## src/rtl/spike_event_collector.sv

```systemverilog
// Buffers nonzero spike vectors in a small FIFO and serializes each set bit
// as a 1-based address event, lowest index first, on a valid/ready port.
module spike_event_collector #(
    parameter int P_N     = 5,
    parameter int P_AW    = 3,
    parameter int P_DEPTH = 4
) (
    input  logic                       i_clk,
    input  logic                       w_rst,
    input  logic [P_N:1]               i_spike,
    input  logic                       i_event_ready,
    input  logic                       i_clr_ovf,
    output logic                       o_event_valid,
    output logic [P_AW-1:0]            o_event_addr,
    output logic                       o_overflow,
    output logic                       o_busy,
    output logic [$clog2(P_DEPTH):0]   o_level
);

    localparam int LW = $clog2(P_DEPTH);

    localparam logic [0:0] S_IDLE = 1'b0;
    localparam logic [0:0] S_EMIT = 1'b1;

    // Handshake: an event transfers on any edge where o_event_valid and
    // i_event_ready are both high; valid/addr hold steady until that edge.

    logic [0:0]      r_state;
    logic [P_N:1]    r_pend;
    logic [P_N:1]    r_mem [P_DEPTH];
    logic [LW-1:0]   r_wptr;
    logic [LW-1:0]   r_rptr;
    logic [LW:0]     r_level;
    logic            r_ovf;

    logic            w_empty;
    logic            w_full;
    logic            w_accept;
    logic [P_N:1]    w_pend_rest;
    logic            w_pop;
    logic            w_push;
    logic            w_drop;
    logic [P_AW-1:0] w_addr;

    assign w_empty     = (r_level == '0);
    assign w_full      = (r_level == (LW+1)'(P_DEPTH));
    assign w_accept    = (r_state == S_EMIT) & i_event_ready;
    // Clears the lowest set bit, i.e. the event currently being offered.
    assign w_pend_rest = r_pend & (r_pend - P_N'(1));
    assign w_pop       = ~w_empty & ((r_state == S_IDLE) | (w_accept & (w_pend_rest == '0)));
    assign w_push      = (|i_spike) & (~w_full | w_pop);
    assign w_drop      = (|i_spike) & w_full & ~w_pop;

    always_comb begin
        w_addr = '0;
        for (int i = P_N; i >= 1; i--) begin
            if (r_pend[i]) w_addr = P_AW'(i);
        end
    end

    always_ff @(posedge i_clk) begin
        if (w_push) r_mem[r_wptr] <= i_spike;
    end

    always_ff @(posedge i_clk or negedge w_rst) begin
        if (!w_rst) begin
            r_wptr  <= '0;
            r_rptr  <= '0;
            r_level <= '0;
        end else begin
            if (w_push) r_wptr <= r_wptr + LW'(1);
            if (w_pop)  r_rptr <= r_rptr + LW'(1);
            case ({w_push, w_pop})
                2'b10:   r_level <= r_level + (LW+1)'(1);
                2'b01:   r_level <= r_level - (LW+1)'(1);
                default: r_level <= r_level;
            endcase
        end
    end

    always_ff @(posedge i_clk or negedge w_rst) begin
        if (!w_rst) begin
            r_state <= S_IDLE;
            r_pend  <= '0;
        end else begin
            case (r_state)
                S_IDLE: begin
                    if (w_pop) begin
                        r_pend  <= r_mem[r_rptr];
                        r_state <= S_EMIT;
                    end
                end
                S_EMIT: begin
                    if (w_accept) begin
                        if (w_pend_rest != '0) begin
                            r_pend <= w_pend_rest;
                        end else if (w_pop) begin
                            r_pend <= r_mem[r_rptr];
                        end else begin
                            r_pend  <= '0;
                            r_state <= S_IDLE;
                        end
                    end
                end
                default: begin
                    r_pend  <= '0;
                    r_state <= S_IDLE;
                end
            endcase
        end
    end

    // A drop on the same edge as a clear leaves the flag set.
    always_ff @(posedge i_clk or negedge w_rst) begin
        if (!w_rst) begin
            r_ovf <= 1'b0;
        end else if (w_drop) begin
            r_ovf <= 1'b1;
        end else if (i_clr_ovf) begin
            r_ovf <= 1'b0;
        end
    end

    assign o_event_valid = (r_state == S_EMIT);
    assign o_event_addr  = (r_state == S_EMIT) ? w_addr : '0;
    assign o_overflow    = r_ovf;
    assign o_busy        = (r_state != S_IDLE) | ~w_empty;
    assign o_level       = r_level;

endmodule

```

## config.mk

```make
export PLATFORM = sky130hd
export DESIGN_NAME = spike_event_collector
export DESIGN_NICKNAME = d
export VERILOG_FILES = /design/src/rtl/spike_event_collector.sv
export SDC_FILE = /design/constraint.sdc
export NUM_CORES = 1
export LEC_CHECK = 0
export CORE_AREA = 2 2 58 60
export DETAILED_ROUTE_END_ITERATION = 8
export DIE_AREA = 0 0 60 62
export GPL_TIMING_DRIVEN = 1
export PLACE_DENSITY = 0.76
export SLEW_MARGIN = 20
export SYNTH_ARGS = -nofsm -noshare
export SYNTH_HDL_FRONTEND = slang
export SYNTH_SLANG_ARGS = --single-unit
```

## constraint.sdc

```tcl
create_clock -name i_clk -period 3.1 [get_ports i_clk]
set_input_delay 0.62 -clock i_clk [delete_from_list [all_inputs] [get_ports i_clk]]
set_output_delay 0.62 -clock i_clk [all_outputs]
set_load 0.02 [all_outputs]
```

# Yosys cells after proc, flatten, opt, wreduce, memory -nomap -nowiden
# Memory sizes are Yosys's and may differ from the RTL's.
# Cells that the tools add are included.
[totals]
register_bits = 14
ram_bits = 20
in_bits = 9
output_inout_bits = 9
elab_cells = 58
n_memories = 1
[op_classes]
addsub = 5
n_eq_ne = 5
mux = 20
n_bitwise = 14
reduce_logical = 7
[memory_table]
columns = ["name", "words", "width", "rd", "rd_ports_with_merged_regs", "write_ports", "line", "rtl"]
rows = [
  ["r_mem", 4, 5, 1, 0, 1, "30", "logic [P_N:1] r_mem [P_DEPTH];"],
]
[ops]
columns = ["op", "n"]
rows = [
  ["$mux W5", 4],
  ["$mux W3", 6],
  ["$pmux W5 S2", 1],
  ["$mux W1", 7],
  ["$and A1 B1 Y1", 6],
  ["$pmux W3 S2", 1],
  ["$and A5 B5 Y5", 1],
  ["$logic_not A5 Y1", 1],
  ["$reduce_bool A5 Y1", 1],
  ["$reduce_or A5 Y1", 1],
  ["$sub A5 B1 Y5 const B", 1],
  ["$add A2 B1 Y2 const B", 2],
  ["$not A1 Y1", 4],
  ["$reduce_bool A2 Y1", 2],
  ["$add A3 B1 Y3 const B", 1],
  ["$eq A3 B3 Y1 const B", 1],
  ["$logic_not A3 Y1", 1],
  ["$or A1 B1 Y1", 3],
  ["$sub A3 B1 Y3 const B", 1],
  ["$eq A2 B1 Y1 const B", 1],
  ["$eq A2 B2 Y1 const B", 1],
  ["$ne A2 B1 Y1 const B", 1],
  ["$ne A2 B2 Y1 const B", 1],
  ["$pmux W1 S2", 1],
  ["$reduce_and A2 Y1", 1],
]

# Depth between registers and ports, before layout
# Gate-level depths: netlist of the first run.
[depth]
ltp_word = 10
mapped_depth = 9

# Worst setup path before layout of the first run
# Ideal clock, no wire load.
[synth_timing]
path_type = "register to register"
start = "register r_pend[4] in the netlist's numbering"
end = "register r_level[2], in the netlist o_level[2]"
t_arrival_ns = 2.027
t_required_ns = 2.962
path_slack_ns = 0.936
path_stages_with_launch = 9
n_path_buf = 0
period_less_slack_ns = 2.164
path_cell_list = "dfrtp_1 -> nor3_1 -> o311a_2 -> o21ai_2 -> nor2_1 -> fa_1 -> and3_1 -> mux2i_1 -> o311ai_2"
[synth_between]
elab_chain_len = 10
[synth_rtl]
columns = ["element", "line", "rtl"]
rows = [
  ["start, declared", "29", "logic [P_N:1] r_pend;"],
  ["start signal, assigned", "89", "r_pend <= r_mem[r_rptr];"],
  ["start signal, assigned", "96", "r_pend <= w_pend_rest;"],
  ["start signal, assigned", "98", "r_pend <= r_mem[r_rptr];"],
  ["$sub A5 B1 Y5", "49", "assign w_pend_rest = r_pend & (r_pend - P_N'(1));"],
  ["$and A5 B5 Y5 *", "49", ""],
  ["$logic_not A5 Y1 *", "50", "assign w_pop = ~w_empty & ((r_state == S_IDLE) | (w_accept & (w_pend_rest == '0)));"],
  ["$and A1 B1 Y1 *", "50", ""],
  ["$or A1 B1 Y1 *", "50", ""],
  ["$and A1 B1 Y1 *", "50", ""],
  ["$or A1 B1 Y1", "51", "assign w_push = (|i_spike) & (~w_full | w_pop);"],
  ["$and A1 B1 Y1", "51", ""],
  ["$eq A2 B1 Y1 or $eq A2 B2 Y1 (tied branches)", "73", "case ({w_push, w_pop})"],
  ["$pmux W3 S2 or $reduce_bool A2 Y1 (tied branches)", "--", ""],
  ["end signal, assigned", "74", "2'b10: r_level <= r_level + (LW+1)'(1);"],
  ["end signal, assigned", "75", "2'b01: r_level <= r_level - (LW+1)'(1);"],
  ["end signal, assigned", "76", "default: r_level <= r_level;"],
  ["end, declared", "33", "logic [LW:0] r_level;"],
]
# Every way passes the cells marked *; elsewhere a longest branch is shown, timed or not.
# A chain may end at the register's enable or synchronous reset.

# Worst setup path in the final report of the first run
[layout_timing]
start = "register r_pend[1] in the netlist's numbering"
end = "output port o_event_addr[2]"
[layout_between]
elab_chain_len = 2
[layout_rtl]
columns = ["element", "line", "rtl"]
rows = [
  ["$mux W3", "57", "if (r_pend[i]) w_addr = P_AW'(i);"],
  ["$mux W3", "125", "assign o_event_addr = (r_state == S_EMIT) ? w_addr : '0;"],
  ["end, declared", "14", "output logic [P_AW-1:0] o_event_addr,"],
]
# No other way between the ends.

==> results.yml, run 1 <==
status:
  status: "finished clean"
global_routing:
  grt-ovfl-total: 0
  grt_pass1_wl_um: 4840
  grt_pass1_vias: 1040
  grtUsageTotal: 0.180
  antenna_found_initial: 0
  grt_start_max_net_pins: 15
placed_design:
  gp_congestion: 0.797
  dp_cells: 181
  dp_hpwl_um: 2120
  portBuffers: 17
  pre_cts_ws_ns: 0.297
clock_network:
  cts_buffers: 5
  tritoncts: "built"
  clk_latency_ns: 0.33
  cts_root_buf: "clkbuf_4"
  hold_buffers: 0
  clock-sinks: 34
  cts_resized: 0
  postCtsSetupBuffers: 0
  cts_buffer_depth: 2
  cts.clk_slew.worst_paths_ns: 0.11
  htreeDepth: 2
power:
  power_frac_comb: 0.440
  powerDensity_mw_per_mm2: 1100
  leakage_nw: 0.733
  p_int_mw: 1.31
  sw_frac_of_total: 0.380
  ir_worst_vdd_v: 0.000470
  power_mw: 2.12
  seq_power_share: 0.406
  p_sw_mw: 0.806
  p_clk_frac: 0.154
timing:
  tightest_slew_ns: 0.670
  fin_crit_sh: 0.862
  fmax_mhz: 374
  tns_ns: 0
  finalSetupViolCount: 0
  fin_hold_ws_ns: 0.553
  finalClockSkew_ns: 0.0107
  finalCriticalPeriod_ns: 2.67
  rsz0062_at_grt: "false"
  drv_slew: 0
  final_hold_viol_count: 0
  relSlewSlack: 0.552
  worst_slack_ns: 0.428
final_layout:
  fillers: 253
  instances_no_fill: 189
  syn_to_final_growth_pct: 17.8
  drive_above_1_share: 0.189
  fin_nets: 156
  num_antenna_cells: 0
detailed_routing:
  viasPerCell: 5.58
  wl_per_cell_um: 15.5
  num_vias: 1055
  firstDrtPassIters: 4
  drt-initial-drc-count: 86
  post-route-drc-count: 0
  wirelength_um: 2930
  ant_nets: 0
synth:
  synth_nets: 135
  syn_inst: 121
  synth.distinct_cells: 39
  ys_warn_count: 0
  synth_top_cell_by_area: "edfxtp_1"
  synth_enable_flop_cells: 20
  synthTopCellsByArea: "edfxtp_1 37%, dfrtp_1 21%, mux4_2 6.9%"
  ys_dominant_reg_cell: "edfxtp_1"
  synthArstFlopShare: 0.412
  yosys-top-cells-count: "20 x edfxtp_1, 14 x dfrtp_1, 10 x nand2_1, 9 x nor2_1, 6 x inv_1"
  synth_most_common_cell: "edfxtp_1"
  synth_seq_area_share: 0.579
  netlist_area_mm2: 0.00164
  syn_area_per_cell_um2: 13.6
  synth_top_area_frac: 0.366
  ys_ff_latch: 34
floorplanning:
  pin_count: 18
  coreArea_mm2: 0.00318
  die_w_um: 60
  die_h_um: 62
  num_rows: 21
  start_util: 0.516
  die_area_mm2: 0.00372
critical_path:
  end_kind: "output port"
  worstPathRequired_ns: 2.48
  crit_fanout: 9
  path_class: "flip-flop to output port"
  worstPathArrival_ns: 2.05
  critPathLaunchType: "flip-flop"
run:
  cap_violations: 0
hold_path:
  hold_path.class: "flip-flop to flip-flop"
power by group through the flow:
stage                     clock network, mW  logic, mW  registers, mW
final                                 0.327      0.932          0.862
after global routing                  0.356       1.03          0.890
after CTS                             0.331      0.938          0.863
after detailed placement                  0      0.930          0.873
after global placement                    0      0.901          0.857
after floorplan                           0      0.701          0.824
area by class of cell:
cell class | count | area [um2] | area share
Clock buffer | 5 | 37.5 | 0.0194
Tap cell | 46 | 57.6 | 0.0298
Multi-Input combinational cell | 78 | 649 | 0.336
Inverter | 6 | 22.5 | 0.0117
Clock inverter | 3 | 45.0 | 0.0233
Timing Repair Buffer | 17 | 170 | 0.0880
Sequential cell | 34 | 951 | 0.492
worst paths after layout:
path,startpoint,to,slack (ns),cells after the start
max,r_pend[1],o_event_addr[2],0.43,3
min,o_overflow,o_overflow,0.55,2
max reg2reg,r_pend[1],o_level[2],0.64,8
min reg2reg,o_overflow,o_overflow,0.55,2
max in group asynchronous,w_rst,r_pend[1],1.99,1
min in group asynchronous,w_rst,r_wptr[1],0.68,1
metrics by stage:
stage	instance area, um2	utilization
after floorplan	1640	-
after global placement	1850	0.582
after detailed placement	1850	0.582
after CTS	1930	0.608
after global routing	1930	0.608
final	1930	0.608
cell families after synthesis:
| family | count (synthesis) | share of synthesized area |
|---|---|---|
| fa+ha+maj | 5 | 0.0427 |
| compound gates | 23 | 0.123 |
| buf+inv | 9 | 0.0252 |
| simple gates | 38 | 0.117 |
| xor+xnor | 4 | 0.0213 |
| mux | 8 | 0.0907 |
| flops | 34 | 0.579 |
registers in the layout (all words and copies together) (netlist names):
register,cells
o_overflow,1
r_pend,5
r_wptr,2
o_level,3
o_event_valid,1
r_rptr,2
r_mem,20
worst max-delay path, cell delays in order (launching register included):
cell	delay, ns
dfrtp_1	0.50
or3_2	0.52
nor2_1	0.11
clkdlybuf4s50_1	0.60
routing by layer:
metal,global-route usage,vias up,routed length [um]
li1,-,492,-
met1,0.236,526,1300
met2,0.289,32,1490
met3,0.0435,5,115
met4,0.0794,0,27
met5,0,-,0
cells in the final DEF, fill, tap and decap left out, drive strengths merged, types with 4 or more instances in the layout:
cell type	synthesis	routed
edfxtp	20	20
clkdlybuf4s50	0	17
dfrtp	14	14
nand2	10	10
nor2	10	10
inv	6	6
o21ai	6	6
nor3	5	5
mux4	5	5
clkbuf	0	5
and2	4	4
xnor2	4	4
ha	4	4
No activity file was read; power rests on OpenSTA's default activity.
==> inputs of run 2 (changes only) <==
PLACE_DENSITY = 0.78   (was 0.76)
==> run 2 against run 1 <==
Wire length grew 0.55%. Die area is the same. Sequential power is 0.6% higher. Register-to-register slack got worse by 0.02 ns. First-iteration DRC count shrank 42%. Sequential cell count is the same. Global-route usage is 0.56 points higher. Highest routed layer unchanged. Power fell by 3.4%. Maximum frequency is 0.31% lower.
==> results.yml, run 2 (same netlist as run 1, synthesis figures left out) <==
status:
  status: "finished clean"
floorplanning:
  pin_count: 18
  start_util: 0.516
  coreArea_mm2: 0.00318
  die_w_um: 60
  die_area_mm2: 0.00372
  num_rows: 21
  die_h_um: 62
detailed_routing:
  viasPerCell: 5.60
  ant_nets: 0
  drt-initial-drc-count: 50
  num_vias: 1058
  firstDrtPassIters: 4
  wl_per_cell_um: 15.6
  wirelength_um: 2940
  post-route-drc-count: 0
timing:
  tightest_slew_ns: 0.688
  finalCriticalPeriod_ns: 2.68
  fin_crit_sh: 0.865
  final_hold_viol_count: 0
  fmax_mhz: 373
  finalSetupViolCount: 0
  drv_slew: 0
  finalClockSkew_ns: 0.00648
  tns_ns: 0
  rsz0062_at_grt: "false"
  relSlewSlack: 0.540
final_layout:
  fillers: 263
  drive_above_1_share: 0.189
  fin_nets: 156
  multi_input_area_um2: 649
  largest_reg_flops: 20
  register_area_um2: 951
  instances_no_fill: 189
  fin_area_mm2: 0.00191
  mostFrequentLayoutCell: "edfxtp_1"
  num_antenna_cells: 0
  top_register: "r_mem"
  final_cell_mix: "20 x edfxtp_1, 17 x clkdlybuf4s50_1, 14 x dfrtp_1, 10 x nand2_1, 9 x nor2_1"
  syn_to_final_growth_pct: 16.6
global_routing:
  grt_start_max_net_pins: 15
  antenna_found_initial: 0
  grtUsageTotal: 0.186
  grt-ovfl-total: 0
  grt_pass1_wl_um: 4860
  grt_pass1_vias: 1037
placed_design:
  portBuffers: 17
  placed_area_mm2: 0.00185
  dp_hpwl_um: 2200
  gp_congestion: 0.820
  dp_cells: 181
critical_path:
  path_class: "flip-flop to output port"
  worstPathRequired_ns: 2.48
  crit_fanout: 9
  max_stage_delay_ns: 0.60
  end_kind: "output port"
  crit_chain: "or3_2 > nor2_1 > clkdlybuf4s50_1"
  critPathTopFamily: "simple AND/OR/NAND/NOR gates"
  critical_path_buf_inv_count: 1
  slowest_stage: "clkdlybuf4s50_1"
  worstPathArrival_ns: 2.06
  critPathLaunchType: "flip-flop"
run:
  cap_violations: 0
power:
  sw_frac_of_total: 0.387
  p_int_mw: 1.25
  power_frac_comb: 0.455
  p_sw_mw: 0.793
  power_mw: 2.05
  ir_worst_vdd_v: 0.000545
  powerDensity_mw_per_mm2: 1070
  p_clk_frac: 0.122
  seq_power_share: 0.423
  leakage_nw: 0.730
clock_network:
  postCtsSetupBuffers: 0
  clock-sinks: 34
  clk_latency_ns: 0.32
  cts_buffers: 5
  cts_root_buf: "clkbuf_4"
  tritoncts: "built"
  cts.clk_slew.worst_paths_ns: 0.10
  htreeDepth: 2
  hold_buffers: 0
  cts_resized: 0
  cts_buffer_depth: 2
hold_path:
  hold_path.class: "flip-flop to flip-flop"
-- run 2: cell types whose count changed in the layout (fill, tap and decap cells not counted) --
cell / change
clkinvlp_4: -1
clkbuf_8: +1
clkinv_2: +1
bufinv_16: -1
-- run 2: power by group through the flow --
stage          logic [mW]  clock network, mW  registers (mW)
2_1_floorplan       0.701                  0           0.824
3_3_place_gp        0.898                  0           0.857
3_5_place_dp        0.935                  0           0.876
4_1_cts             0.941              0.260           0.866
5_1_grt              1.03              0.285           0.892
6_report            0.931              0.250           0.867
-- run 2: final timing paths --
check | startpoint | end | slack [ns] | cells after the start
max in group asynchronous | w_rst | r_wptr[0] | 1.96 | 1
min in group asynchronous | w_rst | o_event_valid | 0.70 | 1
worst min register to register | o_overflow | o_overflow | 0.55 | 2
worst max register to register | r_pend[1] | o_level[2] | 0.62 | 8
worst max-delay path | r_pend[1] | o_event_addr[2] | 0.42 | 3
worst min-delay path | o_overflow | o_overflow | 0.55 | 2
-- run 2: area by class of cell --
class	instances	area share
sequential	34	0.497
clock inverter	2	0.00654
inverter	6	0.0118
tap	46	0.0301
clock buffer	6	0.0268
timing repair buffer	17	0.0889
multi-input combinational	78	0.339
-- run 2: through the flow --
stage	hold slack (ns)	setup slack, ns	util
global placement	0.516	0.336	0.582
finish	0.545	0.420	0.602
CTS	0.549	0.408	0.602
detailed placement	0.533	0.237	0.582
floorplan	0.324	0.936	-
global route	0.568	0.348	0.602
-- run 2: routing by layer --
metal | vias up | global-route usage | wire (um)
met5 | - | 0 | 0
met4 | 0 | 0.0762 | 38
met3 | 4 | 0.0704 | 108
met2 | 21 | 0.315 | 1540
met1 | 538 | 0.213 | 1250
li1 | 495 | - | -
-- run 2: tightest hold or removal path, cell delays in order (launching register included) --
cell and delay, ns:
dfrtp_1 0.39, inv_1 0.05, o22ai_1 0.06
==> inputs of run 3 (changes only) <==
clock period = 2.8 ns   (was 3.1 ns; I/O delays follow)
==> run 3 against run 2 <==
Core utilization grew 0.079 points. Combinational power grew 13%. Final area grew 0.13%. Count of clock-buffer cells in the layout is the same. Largest power group unchanged. Register-to-register slack lost 0.26 ns. Worst hold slack lost 0.0051 ns.
==> results.yml, run 3 (same netlist as run 1, synthesis figures left out) <==
status:
  status: "finished clean"
global_routing:
  grt_pass1_vias: 1053
  grt_pass1_wl_um: 4950
  antenna_found_initial: 0
  grtUsageTotal: 0.187
  grt-ovfl-total: 0
  grt_start_max_net_pins: 15
floorplanning:
  start_util: 0.516
  num_rows: 21
  die_h_um: 62
  coreArea_mm2: 0.00318
  pin_count: 18
  die_w_um: 60
  die_area_mm2: 0.00372
timing:
  fin_crit_sh: 0.936
  final_hold_viol_count: 0
  worst_slack_ns: 0.178
  tns_ns: 0
  finalClockSkew_ns: 0.00684
  drv_slew: 0
  rsz0062_at_grt: "false"
  fin_hold_ws_ns: 0.540
  tightest_slew_ns: 0.671
  finalCriticalPeriod_ns: 2.62
  finalSetupViolCount: 0
  fmax_mhz: 381
  relSlewSlack: 0.551
clock_network:
  cts_resized: 0
  tritoncts: "built"
  clk_latency_ns: 0.33
  htreeDepth: 2
  cts.clk_slew.worst_paths_ns: 0.10
  hold_buffers: 0
  cts_buffers: 5
  cts_buffer_depth: 2
  clock-sinks: 34
  cts_root_buf: "clkbuf_4"
  postCtsSetupBuffers: 0
final_layout:
  syn_to_final_growth_pct: 16.8
  fillers: 254
  fin_nets: 158
  largest_reg_flops: 20
  num_antenna_cells: 0
  top_register: "r_mem"
  fin_area_mm2: 0.00192
  drive_above_1_share: 0.193
  final_cell_mix: "20 x edfxtp_1, 17 x clkdlybuf4s50_1, 14 x dfrtp_1, 10 x nand2_1, 9 x nor2_1"
  mostFrequentLayoutCell: "edfxtp_1"
detailed_routing:
  wirelength_um: 2990
  ant_nets: 0
  drt-initial-drc-count: 69
  post-route-drc-count: 0
  wl_per_cell_um: 15.6
  num_vias: 1062
  viasPerCell: 5.56
  firstDrtPassIters: 4
critical_path:
  max_stage_delay_ns: 0.60
  slowest_stage: "clkdlybuf4s50_1"
  critPathLaunchType: "flip-flop"
  end_kind: "output port"
  timing.rr.start: "r_pend[1]"
  crit_fanout: 9
  path_class: "flip-flop to output port"
  worstPathArrival_ns: 2.06
  r2r_slack_ns: 0.36
  worstPathRequired_ns: 2.24
  crit_chain: "or3_2 > nor2_1 > clkdlybuf4s50_1"
  r2r-end: "o_level[2]"
  ff2ff_path_depth: 8
placed_design:
  pre_cts_ws_ns: 0.143
  placed_area_mm2: 0.00187
  portBuffers: 17
  dp_hpwl_um: 2260
  gp_congestion: 0.808
power:
  leakage_nw: 0.736
  ir_worst_vdd_v: 0.000488
  powerDensity_mw_per_mm2: 1180
hold_path:
  min_to: "o_overflow"
  holdPathStages: 2
  hold_path.class: "flip-flop to flip-flop"
  min_from: "o_overflow"
run:
  cap_violations: 0
## run 3: through the flow
step                      total power, mW  std cells   util
after CTS                            2.28        191  0.603
after global routing                 2.42        191  0.603
after detailed placement             2.03        183  0.587
final                                2.26        191  0.603
after global placement               1.95        183  0.587
after floorplan                      1.69        121      -
## run 3: final cells by class
class / count / area (um2) / share of cell area
sequential: 34 / 951 / 0.496
multi-input combinational: 78 / 649 / 0.339
timing repair buffer: 19 / 185 / 0.0966
tap: 46 / 57.6 / 0.0300
clock buffer: 6 / 41.3 / 0.0215
inverter: 6 / 22.5 / 0.0117
clock inverter: 2 / 10.0 / 0.00522
## run 3: critical path, delay by kind of cell, from the launching register on
family                 cells  cell delay (ns)
and+or+nand+nor            2             0.63
DFF                        1             0.50
buffers and inverters      1             0.60
## run 3: report_power, final
part           internal, mW  switching (mW)  leakage [nW]
clock                0.0956           0.160        0.0320
combinational         0.524           0.529         0.351
sequential            0.757           0.196         0.353
total                  1.38           0.886         0.736
## run 3: worst max path at each step
stage / startpoint / endpoint / slack (ns) / depth (start not counted)
floorplan: r_pend[4] / o_level[2] / 0.64 / 8
global placement: i_spike[1] / o_level[1] / 0.17 / 6
detailed placement: i_spike[4] / o_level[1] / 0.14 / 6
CTS: r_pend[1] / o_event_addr[2] / 0.17 / 3
global route: r_pend[1] / o_event_addr[2] / 0.11 / 3
finish: r_pend[1] / o_event_addr[2] / 0.18 / 3
## run 3: layer usage
metal / vias to the layer above / routed length, um / global-route usage
li1: 501 / - / -
met1: 531 / 1250 / 0.223
met2: 23 / 1580 / 0.320
met3: 7 / 113 / 0.0559
met4: 0 / 46 / 0.0730
met5: - / 0 / 0
